[src/rtl/ap_pkg.sv]
// Shared types and constants for the AP DMA burst engine.
package ap_pkg;

    localparam logic [1:0] OP_READ       = 2'b01;
    localparam logic [1:0] OP_WRITE      = 2'b10;
    localparam logic [1:0] AXI_OKAY      = 2'b00;
    localparam int         MAX_BURST_DEF = 16;

    typedef enum logic [2:0] {
        IDLE,
        RD_ADDR,
        RD_DATA,
        WR_ADDR,
        WR_DATA,
        WR_RESP
    } state_e;

    // A command is executable only with a known opcode and a burst of 1..max_burst beats.
    function automatic logic cmd_legal(input logic [1:0] op, input logic [7:0] burst,
                                       input int max_burst);
        return ((op == OP_READ) || (op == OP_WRITE)) && (burst != 8'd0) &&
               (int'(burst) <= max_burst);
    endfunction

endpackage

[src/rtl/dma_beat_counter.sv]
// Beat counter shared by the read and write data phases; last flags the final beat.
module dma_beat_counter (
    input  logic       clk,
    input  logic       rst_n,
    input  logic       load,
    input  logic [7:0] length,
    input  logic       inc,
    output logic [7:0] count,
    output logic       last
);

    logic [7:0] count_q;

    // Load clears for a new command; each accepted beat advances the count.
    always_ff @(posedge clk) begin
        if (!rst_n) begin
            count_q <= 8'd0;
        end else if (load) begin
            count_q <= 8'd0;
        end else if (inc) begin
            count_q <= count_q + 8'd1;
        end
    end

    assign count = count_q;
    assign last  = (count_q == length);

endmodule

[src/rtl/dma_burst_engine.sv]
// Single-command AXI4 burst engine: reads fill the inbound DMA FIFO, writes drain the outbound one.
module dma_burst_engine
    import ap_pkg::*;
#(
    parameter int ADDR      = 32,
    parameter int BITLEN    = 64,
    parameter int MAX_BURST = MAX_BURST_DEF
) (
    input  logic              clk,
    input  logic              rst_n,
    // command
    input  logic              cmd_valid,
    output logic              cmd_ready,
    input  logic [1:0]        cmd_op,
    input  logic [ADDR-1:0]   cmd_addr,
    input  logic [7:0]        cmd_burst,
    // AXI read address
    output logic [ADDR-1:0]   araddr,
    output logic [7:0]        arlen,
    output logic              arvalid,
    input  logic              arready,
    // AXI read data
    input  logic [BITLEN-1:0] rdata,
    input  logic [1:0]        rresp,
    input  logic              rlast,
    input  logic              rvalid,
    output logic              rready,
    // AXI write address
    output logic [ADDR-1:0]   awaddr,
    output logic [7:0]        awlen,
    output logic              awvalid,
    input  logic              awready,
    // AXI write data
    output logic [BITLEN-1:0] wdata,
    output logic              wlast,
    output logic              wvalid,
    input  logic              wready,
    // AXI write response
    input  logic [1:0]        bresp,
    input  logic              bvalid,
    output logic              bready,
    // inbound DMA FIFO
    output logic [BITLEN-1:0] rd_fifo_din,
    output logic              rd_fifo_wr_en,
    input  logic              rd_fifo_full,
    // outbound DMA FIFO (first-word-fall-through)
    input  logic [BITLEN-1:0] wr_fifo_dout,
    output logic              wr_fifo_rd_en,
    input  logic              wr_fifo_empty,
    // status
    output logic              done,
    output logic              err
);

    localparam logic [ADDR-1:0] ALIGN_MASK = ~{{(ADDR-3){1'b0}}, 3'b111};

    state_e          state_q, state_d;
    logic [ADDR-1:0] araddr_q, araddr_d, awaddr_q, awaddr_d;
    logic [7:0]      arlen_q, arlen_d, awlen_q, awlen_d;
    logic [7:0]      len_q, len_d;
    logic            arvalid_q, arvalid_d, awvalid_q, awvalid_d;
    logic            errf_q, errf_d;
    logic            done_q, done_d, err_q, err_d;

    logic            cnt_load, cnt_inc, cnt_last;
    logic [7:0]      cnt;
    logic            beat_err;
    logic [ADDR-1:0] addr_al;
    logic [7:0]      burst_m1;

    assign addr_al  = cmd_addr & ALIGN_MASK;
    assign burst_m1 = cmd_burst - 8'd1;

    dma_beat_counter u_cnt (
        .clk    (clk),
        .rst_n  (rst_n),
        .load   (cnt_load),
        .length (len_q),
        .inc    (cnt_inc),
        .count  (cnt),
        .last   (cnt_last)
    );

    // Next-state and handshake decode; bus-side strobes are state-gated combinational.
    always_comb begin
        state_d       = state_q;
        araddr_d      = araddr_q;
        arlen_d       = arlen_q;
        awaddr_d      = awaddr_q;
        awlen_d       = awlen_q;
        len_d         = len_q;
        arvalid_d     = arvalid_q;
        awvalid_d     = awvalid_q;
        errf_d        = errf_q;
        done_d        = 1'b0;
        err_d         = 1'b0;
        cnt_load      = 1'b0;
        cnt_inc       = 1'b0;
        beat_err      = 1'b0;
        cmd_ready     = 1'b0;
        rready        = 1'b0;
        rd_fifo_wr_en = 1'b0;
        wvalid        = 1'b0;
        wlast         = 1'b0;
        wr_fifo_rd_en = 1'b0;
        bready        = 1'b0;

        case (state_q)
            IDLE: begin
                cmd_ready = 1'b1;
                if (cmd_valid) begin
                    cnt_load = 1'b1;
                    errf_d   = 1'b0;
                    if (!cmd_legal(cmd_op, cmd_burst, MAX_BURST)) begin
                        // Swallowed without touching the bus; failure reported next cycle.
                        done_d = 1'b1;
                        err_d  = 1'b1;
                    end else begin
                        len_d = burst_m1;
                        if (cmd_op == OP_READ) begin
                            araddr_d  = addr_al;
                            arlen_d   = burst_m1;
                            arvalid_d = 1'b1;
                            state_d   = RD_ADDR;
                        end else begin
                            awaddr_d  = addr_al;
                            awlen_d   = burst_m1;
                            awvalid_d = 1'b1;
                            state_d   = WR_ADDR;
                        end
                    end
                end
            end
            RD_ADDR: begin
                if (arready) begin
                    arvalid_d = 1'b0;
                    state_d   = RD_DATA;
                end
            end
            RD_DATA: begin
                rready = ~rd_fifo_full;
                if (rvalid && rready) begin
                    rd_fifo_wr_en = 1'b1;
                    cnt_inc       = 1'b1;
                    // Bad response, rlast before the final beat, or no rlast on it.
                    beat_err = (rresp != AXI_OKAY) ||
                               (rlast && (cnt < len_q)) ||
                               (cnt_last && !rlast);
                    if (rlast || cnt_last) begin
                        done_d  = 1'b1;
                        err_d   = errf_q | beat_err;
                        errf_d  = 1'b0;
                        state_d = IDLE;
                    end else begin
                        errf_d = errf_q | beat_err;
                    end
                end
            end
            WR_ADDR: begin
                if (awready) begin
                    awvalid_d = 1'b0;
                    state_d   = WR_DATA;
                end
            end
            WR_DATA: begin
                wvalid = ~wr_fifo_empty;
                wlast  = cnt_last;
                if (wvalid && wready) begin
                    wr_fifo_rd_en = 1'b1;
                    cnt_inc       = 1'b1;
                    if (cnt_last) state_d = WR_RESP;
                end
            end
            WR_RESP: begin
                bready = 1'b1;
                if (bvalid) begin
                    done_d  = 1'b1;
                    err_d   = errf_q | (bresp != AXI_OKAY);
                    errf_d  = 1'b0;
                    state_d = IDLE;
                end
            end
            default: state_d = IDLE;
        endcase
    end

    // State and registered outputs; reset abandons any transaction in flight.
    always_ff @(posedge clk) begin
        if (!rst_n) begin
            state_q   <= IDLE;
            araddr_q  <= '0;
            arlen_q   <= 8'd0;
            awaddr_q  <= '0;
            awlen_q   <= 8'd0;
            len_q     <= 8'd0;
            arvalid_q <= 1'b0;
            awvalid_q <= 1'b0;
            errf_q    <= 1'b0;
            done_q    <= 1'b0;
            err_q     <= 1'b0;
        end else begin
            state_q   <= state_d;
            araddr_q  <= araddr_d;
            arlen_q   <= arlen_d;
            awaddr_q  <= awaddr_d;
            awlen_q   <= awlen_d;
            len_q     <= len_d;
            arvalid_q <= arvalid_d;
            awvalid_q <= awvalid_d;
            errf_q    <= errf_d;
            done_q    <= done_d;
            err_q     <= err_d;
        end
    end

    assign araddr      = araddr_q;
    assign arlen       = arlen_q;
    assign arvalid     = arvalid_q;
    assign awaddr      = awaddr_q;
    assign awlen       = awlen_q;
    assign awvalid     = awvalid_q;
    assign done        = done_q;
    assign err         = err_q;
    assign rd_fifo_din = rdata;
    assign wdata       = wr_fifo_dout;

endmodule

[config.mk]
export PLATFORM = sky130hd
export DESIGN_NAME = dma_burst_engine
export DESIGN_NICKNAME = d
export VERILOG_FILES = /design/src/rtl/ap_pkg.sv /design/src/rtl/dma_beat_counter.sv /design/src/rtl/dma_burst_engine.sv
export SDC_FILE = /design/constraint.sdc
export NUM_CORES = 1
export LEC_CHECK = 0
export CAP_MARGIN = 0
export CORE_AREA = 2 2 158 160
export DETAILED_ROUTE_END_ITERATION = 12
export DIE_AREA = 0 0 160 162
export PLACE_DENSITY = 0.55
export SLEW_MARGIN = 20
export SYNTH_ARGS = -nofsm -noshare
export SYNTH_HDL_FRONTEND = slang
export SYNTH_SLANG_ARGS = --single-unit
[constraint.sdc]
create_clock -name clk -period 7.1 [get_ports clk]
set_input_delay 2.13 -clock clk [delete_from_list [all_inputs] [get_ports clk]]
set_output_delay 2.13 -clock clk [all_outputs]
set_load 0.02 [all_outputs]
## Yosys cells after proc, flatten, opt, wreduce, memory -nomap -nowiden

Index checks and enable logic that the tools add are counted.

| word-level totals | value |
|---|---|
| bits in writable memories | 0 |
| memories kept | 0 |
| output and inout port bits | 219 |
| ROM bits | 0 |
| latch bits | 0 |
| register bits | 98 |
| logic and storage cells | 115 |

| cells by class | value |
|---|---|
| $mul | 0 |
| reduce and logical (&&, ||, !) cells | 26 |
| $lt $le $gt $ge | 2 |
| add/subtract/negate cells | 2 |
| divide/modulo/power cells | 0 |
| shift operators | 0 |
| equal/unequal tests | 19 |
| mux-type cells | 48 |
| bitwise gates (word level) | 6 |

Operators by type and width:

| kind | count |
|---|---|
| 2-to-1 mux 1 bit | 31 |
| 2-to-1 mux 3 bit | 9 |
| != test 2 bit (second input constant) | 11 |
| case mux 3 bit (6 select lines) | 1 |
| AND reduction 4 bit | 3 |
| AND reduction 5 bit | 2 |
| case mux 1 bit (3 select lines) | 3 |
| AND reduction 9 bit | 1 |
| adder 8 x 1 -> 8 bit (second input constant) | 1 |
| equality test 8 bit | 1 |
| <= comparator 8 x 5 -> 1 bit (second input constant) | 1 |
| less-than comparator 8 bit | 1 |
| nonzero test 2 bit | 4 |
| nonzero test 8 bit | 1 |
| subtractor 8 x 1 -> 8 bit (second input constant) | 1 |
| equality test 3 x 2 -> 1 bit (second input constant) | 2 |
| equality test 3 bit (second input constant) | 2 |
| logical AND 1 bit | 6 |
| case mux 1 bit (2 select lines) | 3 |
| logical OR 1 bit | 4 |
| inverter 1 bit | 4 |
| equality test 3 x 1 -> 1 bit (second input constant) | 1 |
| logical NOT 3 bit | 1 |
| AND reduction 3 bit | 1 |
| 7 further kinds | 8 |

## Depth between registers and ports, before layout

Gate-level depths: netlist of the first run.

| depth | value |
|---|---|
| depth in word-level cells | 8 |
| depth in mapped cells | 9 |
| mapped depth without buffers | 7 |

## Cells and area by module

A second synthesis of the first run with hierarchy kept.

| second synthesis, totals | value |
|---|---|
| cells, all modules | 635 |
| area total of the unflattened synthesis | 5318.9 µm² |

Modules (own cells, without submodules):

| module | cells each | area an instance (µm²) | times used | sequential area each (µm²) |
|---|---|---|---|---|
| dma_burst_engine | 585 | 4884.7 | 1 | 1801.7 |
| dma_beat_counter | 50 | 434.2 | 1 | 160.2 |

## Worst setup path after synthesis of the first run

Ideal clock, no wire load.

| timing | value |
|---|---|
| path kind | input -> output |
| from | in rd_fifo_full |
| to | out rd_fifo_wr_en |
| slack | 2363 ps |
| data arrival time | 2607 ps |
| stages on the path | 2 |
| cells stage by stage | nand2b_1 nor2_1 |

| on the way | value |
|---|---|
| cells in the longest elaborated chain, start to end | 4 |

RTL lines:

| item | RTL line | text |
|---|---|---|
| from (decl) | dma_burst_engine.sv:45 | `input logic rd_fifo_full,` |
| inverter 1 bit | dma_burst_engine.sv:141 | `rready = ~rd_fifo_full;` |
| logical AND 1 bit | dma_burst_engine.sv:142 | `if (rvalid && rready) begin` |
| 2-to-1 mux 1 bit | dma_burst_engine.sv:142 |  |
| 2-to-1 mux 1 bit | dma_burst_engine.sv:108 | `case (state_q)` |
| to (decl) | dma_burst_engine.sv:44 | `output logic rd_fifo_wr_en,` |

No other way between the ends.

## Worst setup path in the final report of the first run

Ends and elaborated chain as after synthesis.

==> results.md, run 1 <==
* Largest net degree at the start of global routing at 71
* Data required, critical path at 4.97 ns
* CP Max Fanout at 3
* Avg Vias per Cell at 4.13
* Hold Path Sink: awaddr[4]$_SDFFE_PN0P_
* DIE HEIGHT at 162 µm
* Core ar. at 24,100 µm²
* Worst setup path category: input pin to output port
* Vias in the first global route at slightly below 4,000
* Met1 Wirelength at 6.18 mm
* Seq/Total Area, Yosys at 38.9%
* Final cell count without fillers at 956
* Crit path DAT at 3.52 ns
* Final Skew at between 0.01 and 0.015 ns
* NumNets Final at 823
* Synth unique cells at 50
* Placed cell count at between 900 and 1,000
* Tightest hold margin at 0.449 ns
* CTS root buffer: clkbuf_16
* CP max stage delay at 0.62 ns
* Min-Delay Startpoint: awaddr[4]$_SDFFE_PN0P_
* P_leak at around 2.1 nW
* Routed length on met2 at 6.92 mm
* Chip Width at 160 µm
* Post-synth top area cell: dfxtp_1
* Drt pass-1 iters at 6
* Drt total wl at between 15 and 20 mm
* Highest Signal Layer: met5
* Initial core utilization at 20.9%
* Fin util at about 25%
* CTS Sinks at 98
* R2R Setup Slk at 4.39 ns
* Share of the synthesized area in the top cell type at 38.9%
* First-pass GRT wire length at around 23 mm
* Overall Power at 0.00134 W
* Crit path launch: rd_fifo_full
* Clk buf depth at 2
* DRC errors left at 0
* Post-CTS Setup Inserts at 0
* Detailed placement HPWL at 11.2 mm
* Most frequent cells in the layout: 150 x nand2_1, 138 x clkdlybuf4s50_1, 98 x dfxtp_1
* Gr ovfl total at 0
* H-tree depth at 3
* Cts bufs inserted at 9
* Routability cong. at 0.821
* WL per Instance at 16.2 µm
* DR iter-0 viols at 308
* Yosys Warn Count at 0
* Fmax at 177 MHz
* Final Hold Viols at 0
* Slew Viols, Final at 0
* Dominant synthesized flop cell: dfxtp_1
* Resize count post-CTS at 0
* Initial antenna violation count at 3
* Min-Delay Path Depth at 2
* # rows at 57
* Synthesis-stage register bit count at 98
* Worst-path clk slew at 0.08 ns
* Slew @ Worst Pin at roughly 0.95 ns
* Crit-path cells: clkdlybuf4s50_1, nand2b_1, nor2_1, clkdlybuf4s50_1
* CTS tree: built
* Cell Area, Synth at between 5000 and 6000 µm²
* Worst r2r path cells at 4
* Tcrit/Tclk final at between 70% and 80%
* FFs w/ async S/R, synth at 0%
* Area Growth Syn to Fin at 20.3%
* Setup-failing EPs final at 0
* Max-Cap Viols at 0
* GRT Util Overall at 11.8%
* Type of origin of the critical path: input pin
* Tmin final at 5.65 ns
* Area of the multi-input gates at 1910 µm²
* I/O pin cnt at 404
* Dominant cells by area after synthesis: dfxtp_1 39%, buf_4 20%, nand2_1 11%
* Reg-to-Reg End: arlen[4]$_SDFFE_PN0P_
* ANT cells at 0
* Met3 Routed Length at ~1.5 mm
* Reg-to-Reg Start: state_q[0]$_SDFFE_PN0P_
* CTS Hold Bufs at 0
* Most common cell after layout, fill and taps aside: nand2_1
* Crit path capture type: output port
* RSZ-0062 raised after global routing: no
* Syn Area/Cell at 8.04 µm²
* Crit path top cell by count: clkdlybuf4s50_1
* Share of cells above drive strength 1 at between 5 and 6%
* Vias at 3,953
* Status: finished, final reports clean
* CP max stage cell: clkdlybuf4s50_1
* Peak supply drop at 0.0000929 V
* Setup TNS at 0 ns
* Routed Antenna Nets at 0
* Worst hold path class: flip-flop to flip-flop
* Die area at between 20,000 and 30,000 µm²
* Sequential Area at approximately 2000 µm²
* Gate count of the mapped netlist at 628
* PD cells at 221 nW/µm²
* Worst-Skew Late Latency at 0.36 ns
* Number of synthesized flops with an enable pin at 0
* IO Port Bufs at 138
* FILL cells at about 2,700
* Slew headroom at 36.5%
==> area by class of cell <==
| type | count | area share [%] |
|---|---|---|
| Sequential cell | 98 | 32.3 |
| Multi-Input combinational cell | 360 | 31.5 |
| Timing Repair Buffer | 143 | 23.4 |
| Clock buffer | 9 | 3.71 |
| Inverter | 15 | 0.927 |
| Clock inverter | 7 | 1.48 |
| Tap cell | 324 | 6.68 |
==> stage by stage <==
stage | setup WS, ns | instance area, µm²
4_1_cts | 1.43 | 6070
6_report | 1.45 | 6070
3_3_place_gp | 1.45 | 5740
2_1_floorplan | 2.36 | 5060
3_5_place_dp | 1.44 | 5760
5_1_grt | 1.36 | 6070
==> cell usage after synthesis, types with 2 or more instances <==
| library cell | n |
|---|---|
| inv_1 | 14 |
| xnor2_1 | 2 |
| nor4_1 | 3 |
| nand4_1 | 7 |
| o21ai_1 | 2 |
| nor3_1 | 5 |
| o21ai_0 | 5 |
| or3_1 | 3 |
| nand3_1 | 4 |
| buf_2 | 5 |
| clkbuf_1 | 15 |
| nor3b_1 | 2 |
| a311oi_1 | 2 |
| a31oi_1 | 2 |
| buf_6 | 3 |
| nor2b_1 | 3 |
| o21a_1 | 2 |
| a2bb2oi_1 | 2 |
| xor2_1 | 8 |
| and3_1 | 9 |
| buf_4 | 137 |
| ha_1 | 11 |
| nand2_1 | 150 |
| nand2b_1 | 5 |
| or2_2 | 3 |
| dfxtp_1 | 98 |
| nor2_1 | 22 |
| a21oi_1 | 77 |
| mux2i_1 | 6 |
==> sequential cells by signal (all words and copies together), names as in the netlist <==
name,count
awvalid,1
len_q,8
state_q,3
u_cnt.count,8
err,1
awlen,8
done,1
arvalid,1
arlen,8
errf_q,1
araddr,29
awaddr,29
==> logic make-up after synthesis <==
family	count (synthesis)	share of synthesized area (%)
compound gates	102	11.6
xor+xnor	10	1.74
fa+ha+maj	11	2.73
buf+inv	175	23.8
flops	98	38.9
mux	7	1.41
other cells	1	0.0743
simple gates	224	19.8
==> metal layers <==
| layer | track usage, % | up-vias |
|---|---|---|
| met5 | 0 | - |
| met4 | 7.94 | 4 |
| met3 | 5.18 | 72 |
| met2 | 18.3 | 176 |
| met1 | 13.0 | 1781 |
| li1 | - | 1920 |
==> critical path, delay by kind of cell <==
kind / cells / cell delay, ns
simple gates: 2 / 0.35
buf+inv: 2 / 1.04
==> power breakdown <==
| part | switching (W) | total [W] | internal [W] |
|---|---|---|---|
| sequential | 0.0000223 | 0.000586 | 0.000564 |
| clock | 0.000253 | 0.000538 | 0.000285 |
| combinational | 0.000117 | 0.000220 | 0.000103 |
| total | 0.000392 | 0.00134 | 0.000952 |
==> worst max-delay path by stage <==
stage / to / slack (ns)
final: rd_fifo_wr_en / 1.45
after global routing: rd_fifo_wr_en / 1.36
after CTS: rd_fifo_wr_en / 1.43
after detailed placement: rd_fifo_wr_en / 1.44
after global placement: rd_fifo_wr_en / 1.45
after floorplan: rd_fifo_wr_en / 2.36
Power figures use the tool's default switching activity.
==> run 2: changes to the inputs <==
PLACE_DENSITY = 0.57   (was 0.55)
clock period = 5 ns   (was 7.1 ns; I/O delays follow)
==> run 2 against run 1 <==
Effect of this change: die area unchanged; combinational power increased by 41%; clock skew about the same; clock-buffer cell count unchanged; setup slack got worse by 0.82 ns; highest routed layer is now met4.
==> results.md, run 2 (synthesis gave the netlist of run 1 again) <==
* CP max stage delay at around 0.62 ns
* Worst hold path class: flip-flop to flip-flop
* RSZ-0062 raised after global routing: no
* Vias in the first global route at 3,830
* Hold Path Sink: awaddr[18]$_SDFFE_PN0P_
* Final Skew at 0.0148 ns
* Switching share of power at 29.0%
* Worst r2r path cells at 6
* ANT cells at 0
* PD cells at 312 nW/µm²
* Drt pass-1 iters at 4
* R2R Setup Slk at roughly 2.6 ns
* Max-Cap Viols at 0
* Placed cell count at 941
* Tmin final at 4.37 ns
* Final cell count without fillers at 957
* Reg-to-Reg End: arlen[0]$_SDFFE_PN0P_
* Sequential Power Share at 43.7%
* Type of origin of the critical path: input pin
* Data required, critical path at 3.50 ns
* Chip Width at 160 µm
* CTS tree: built
* Slew @ Worst Pin at 0.890 ns
* CTS Hold Bufs at 0
* DR iter-0 viols at between 200 and 250
* CP top delay family: buffers and inverters
* Drt total wl at 15.1 mm
* Initial core utilization at 20.9%
* Fmax at 229 MHz
* CTS root buffer: clkbuf_16
* Crit path launch: rd_fifo_full
* Avg Vias per Cell at 4.09
* DRC errors left at 0
* Crit path DAT at 2.87 ns
* GRT Util Overall at 11.5%
* Worst-path clk slew at 0.08 ns
* Setup-failing EPs final at 0
* Gr ovfl total at 0
* First-pass GRT wire length at 22.7 mm
* Largest net degree at the start of global routing at 46
* Post-CTS Setup Inserts at 0
* Most frequent cells in the layout: 150 x nand2_1, 138 x clkdlybuf4s50_1, 98 x dfxtp_1
* Vias at 3,918
* Status: finished, final reports clean
* Min-Delay Startpoint: awaddr[18]$_SDFFE_PN0P_
* NumNets Final at between 800 and 900
* Resize count post-CTS at 0
* Worst-Skew Late Latency at 0.36 ns
* Cts bufs inserted at 9
* Share of cells above drive strength 1 at 5.37%
* Die area at ~26,000 µm²
* Clk buf depth at 2
* I/O pin cnt at between 400 and 500
* Initial antenna violation count at 0
* Worst slack at placement at 0.610 ns
* Peak supply drop at 0.000135 V
* WL per Instance at 15.8 µm
* Gate power share at 16.3%
* Crit path top cell by count: clkdlybuf4s50_1
* Power share of the clock group at 40.0%
* Detailed placement HPWL at ~11 mm
* Slew headroom at between 40 and 50%
* Setup TNS at 0 ns
* DIE HEIGHT at 162 µm
* Reg-to-Reg Start: state_q[0]$_SDFFE_PN0P_
* Worst setup path category: input pin to output port
* H-tree depth at 3
* Crit path capture type: output port
* Routability cong. at 0.782
* Slew Viols, Final at 0
* Tcrit/Tclk final at 87.4%
* CP Max Fanout at 3
* Routed Antenna Nets at 0
* PnR worst setup slack at between 0.6 and 0.7 ns
* Min-Delay Path Depth at 2
* CTS Sinks at between 90 and 100
* Final Hold Viols at 0
* P_leak at ~2 nW
* Core ar. at 24,100 µm²
* # rows at 57
* Most common cell after layout, fill and taps aside: nand2_1
* CP max stage cell: clkdlybuf4s50_1
* Int Power at approximately 0.0014 W
* Crit-path cells: clkdlybuf4s50_1, nand2b_1, nor2_1, clkdlybuf4s50_1
* IO Port Bufs at 138
* CP Buf/Inv Count at 2
* Psw at between 0.0005 and 0.0006 W
* Tightest hold margin at 0.451 ns
* Area Growth Syn to Fin at 20.7%
-- run 2: changes by cell type in the layout (fill, tap and decap cells not counted), sizes merged --
cell	previous run	this run
inv	21	19
buf	5	6
clkinv	0	1
clkinvlp	0	1
-- run 2: stage by stage --
| step | util (%) | cell area (µm²) | power (W) |
|---|---|---|---|
| 4_1_cts | 25.3 | 6090 | 0.00194 |
| 3_5_place_dp | 23.9 | 5770 | 0.00116 |
| 3_3_place_gp | 23.9 | 5770 | 0.00116 |
| 6_report | 25.3 | 6090 | 0.00190 |
| 5_1_grt | 25.3 | 6090 | 0.00200 |
| 2_1_floorplan | - | 5060 | 0.00118 |
-- run 2: worst min-delay path: stages, from the launching register on --
cell and delay, ns:
dfxtp_1 0.31, nand2_1 0.05, a21oi_1 0.05
-- run 2: layout make-up --
type / instances / area [µm²]
multi-input combinational: 360 / 1910
fill: 2693 / 18000
clock buffer: 9 / 225
tap: 324 / 405
sequential: 98 / 1960
timing repair buffer: 144 / 1440
clock inverter: 7 / 96.3
inverter: 15 / 56.3
-- run 2: worst max-delay path by stage --
stage                    endpoint  slack [ns]  cells past startpoint
finish              rd_fifo_wr_en        0.63                      4
global route        rd_fifo_wr_en        0.57                      4
CTS                 rd_fifo_wr_en        0.61                      4
detailed placement  rd_fifo_wr_en        0.61                      4
global placement    rd_fifo_wr_en        0.62                      4
floorplan           rd_fifo_wr_en        1.52                      2
-- run 2: power groups by stage --
stage / clock network (W) / logic, W / registers [W]
2_1_floorplan: 0 / 0.000333 / 0.000846
3_3_place_gp: 0 / 0.000312 / 0.000849
3_5_place_dp: 0 / 0.000313 / 0.000850
4_1_cts: 0.000799 / 0.000314 / 0.000832
5_1_grt: 0.000828 / 0.000338 / 0.000837
6_report: 0.000762 / 0.000310 / 0.000832
-- run 2: metal layers --
layer / wire (µm) / GRT usage (%) / vias to the layer above
li1: - / - / 1919
met4: 677 / 7.13 / 0
met5: 0 / 0 / -
met3: 1030 / 2.94 / 52
met1: 6350 / 13.2 / 1805
met2: 7080 / 19.3 / 142
==> run 3: changes to the inputs <==
GPL_TIMING_DRIVEN = 0   (was unset)
==> run 3 against run 2 <==
Effect of this change: fmax fell by 0.44%; sequential share of layout area fell by 9.0 points; hold slack improved by 0.0010 ns; wire length rose by 25%; sequential power fell by 2%; combinational power rose by 92%; clock skew fell by 0.0053 ns; critical path type unchanged; critical endpoint unchanged.
==> results.md, run 3 (synthesis gave the netlist of run 1 again) <==
* Status: finished, final reports clean
* Worst-Skew Late Latency at 0.35 ns
* Area after DPL at 8130 µm²
* CTS tree: built
* Cts bufs inserted at 9
* IO Port Bufs at 266
* Reg-to-Reg Start: state_q[1]$_SDFFE_PN0P_
* Tcrit/Tclk final at 87.8%
* I/O pin cnt at 404
* Die area at 25,900 µm²
* Detailed placement HPWL at around 15 mm
* Initial core utilization at between 20% and 30%
* FILL cells at 2,537
* P_leak at 3.25 nW
* Drt total wl at around 19 mm
* DRC errors left at 0
* Crit path launch: rd_fifo_full
* # rows at 57
* Peak supply drop at 0.000165 V
* Slew @ Worst Pin at 0.870 ns
* Largest net degree at the start of global routing at 20
* CTS Hold Bufs at 0
* Sequential Area at 1960 µm²
* Worst hold path class: flip-flop to flip-flop
* Area Growth Syn to Fin at 67.5%
* Post-route cell area at 8450 µm²
* CTS Sinks at 98
* Crit-path cells: clkdlybuf4s50_1, nand2b_1, nor2_1, clkdlybuf4s50_1
* Drt pass-1 iters at 5
* Vias at 4,981
* Fin util at 35.1%
* Most frequent cells in the layout: 266 x clkdlybuf4s50_1, 150 x nand2_1, 137 x buf_4
* CP Max Fanout at 3
* Type of origin of the critical path: input pin
* Post-CTS Setup Inserts at 0
* R2R Setup Slk at 2.58 ns
* Routability cong. at 0.818
* Gr ovfl total at 0
* Routed Antenna Nets at 0
* Tmin final at 4.39 ns
* Clk buf depth at 2
* Fmax at between 200 and 250 MHz
* Share of cells above drive strength 1 at 18.8%
* CP max stage delay at 0.63 ns
* Worst-path clk slew at 0.07 ns
* NumNets Final at 1,106
* Vias in the first global route at 4,738
* Gate power share at 27.4%
* PD cells at 257 nW/µm²
* CP max stage cell: clkdlybuf4s50_1
* Setup TNS at 0 ns
* Avg Vias per Cell at 4.02
* Area of the multi-input gates at 1900 µm²
* Worst setup path category: input pin to output port
* DIE HEIGHT at 162 µm
* CP top delay family: buffers and inverters
* Data required, critical path at between 3 and 4 ns
* Crit path capture type: output port
* Final Hold Viols at 0
* First-pass GRT wire length at between 20 and 30 mm
* DR iter-0 viols at 278
* Resize count post-CTS at 0
* Sequential Power Share at a little under two fifths
* Initial antenna violation count at 1
* RSZ-0062 raised after global routing: no
* Switching share of power at 30.5%
* GRT Util Overall at 13.7%
* WL per Instance at between 15 and 20 µm
* CTS root buffer: clkbuf_16
* Cell depth of the worst setup path at 4
* Psw at between 0.0006 and 0.0007 W
* Reg-to-Reg End: araddr[13]$_SDFFE_PN0P_
* H-tree depth at 3
* Chip Width at 160 µm
* Final Skew at 0.00952 ns
* CP Buf/Inv Count at 2
* Crit path DAT at 2.89 ns
* Setup-failing EPs final at 0
* Slew Viols, Final at 0
* Most common cell after layout, fill and taps aside: clkdlybuf4s50_1
* Crit path top cell by count: clkdlybuf4s50_1
* Power share of the clock group at 35.1%
* Core ar. at about 24,000 µm²
* CP Capture Point: rd_fifo_wr_en
* Slew headroom at between 40% and 50%
* Worst r2r path cells at 6
* Int Power at 0.00151 W
* Max-Cap Viols at 0
## run 3: changes by cell type in the layout (fill, tap and decap cells not counted), moves of 3 or more
cell / change
clkbuf_1: +15
buf_2: +5
buf_6: +3
clkdlybuf4s50_1: +128
buf_4: +132
## run 3: through the flow
step	instances	setup slack, ns	total power [W]	hold WS (ns)
floorplan	633	1.52	0.00118	0.432
global route	1239	0.539	0.00227	0.465
finish	1240	0.609	0.00217	0.452
detailed placement	1223	0.587	0.00143	0.442
global placement	1223	0.597	0.00143	0.437
CTS	1239	0.585	0.00221	0.453
## run 3: area by class of cell
cell class / count / area share, %
clock buffers: 9 / 2.67
clock inverters: 7 / 1.07
flip-flops and latches: 98 / 23.2
diodes: 1 / 0.0296
multi-input cells: 360 / 22.5
inverters: 15 / 0.666
repair buffers: 266 / 31.5
plain buffers: 160 / 13.5
well taps: 324 / 4.80
## run 3: power groups by stage
| stage | sequential, W | combinational, W | clock (W) |
|---|---|---|---|
| finish | 0.000816 | 0.000596 | 0.000762 |
| global route | 0.000818 | 0.000637 | 0.000816 |
| CTS | 0.000816 | 0.000601 | 0.000792 |
| floorplan | 0.000846 | 0.000333 | 0 |
| detailed placement | 0.000834 | 0.000600 | 0 |
| global placement | 0.000833 | 0.000599 | 0 |
## run 3: worst min-delay path: stages (launching register included)
cell and delay (ns):
dfxtp_1 0.31, nand2_1 0.05, a21oi_1 0.05
## run 3: worst min path at each step
| stage | slack [ns] | cells after the start | start | end |
|---|---|---|---|---|
| global placement | 0.44 | 2 | araddr[26]$_SDFFE_PN0P_ | araddr[26]$_SDFFE_PN0P_ |
| floorplan | 0.43 | 2 | len_q[1]$_SDFFE_PN0P_ | len_q[1]$_SDFFE_PN0P_ |
| detailed placement | 0.44 | 2 | araddr[21]$_SDFFE_PN0P_ | araddr[21]$_SDFFE_PN0P_ |
| finish | 0.45 | 2 | awaddr[15]$_SDFFE_PN0P_ | awaddr[15]$_SDFFE_PN0P_ |
| CTS | 0.45 | 2 | araddr[21]$_SDFFE_PN0P_ | araddr[21]$_SDFFE_PN0P_ |
| global route | 0.46 | 2 | awaddr[20]$_SDFFE_PN0P_ | awaddr[20]$_SDFFE_PN0P_ |
## run 3: layer usage
metal,up-vias,global-route usage (%),part of all wire (%)
met3,13,3.22,7.9
li1,2490,-,-
met2,223,25.0,51
met4,0,4.67,1.4
met5,-,0,0
met1,2255,15.9,40
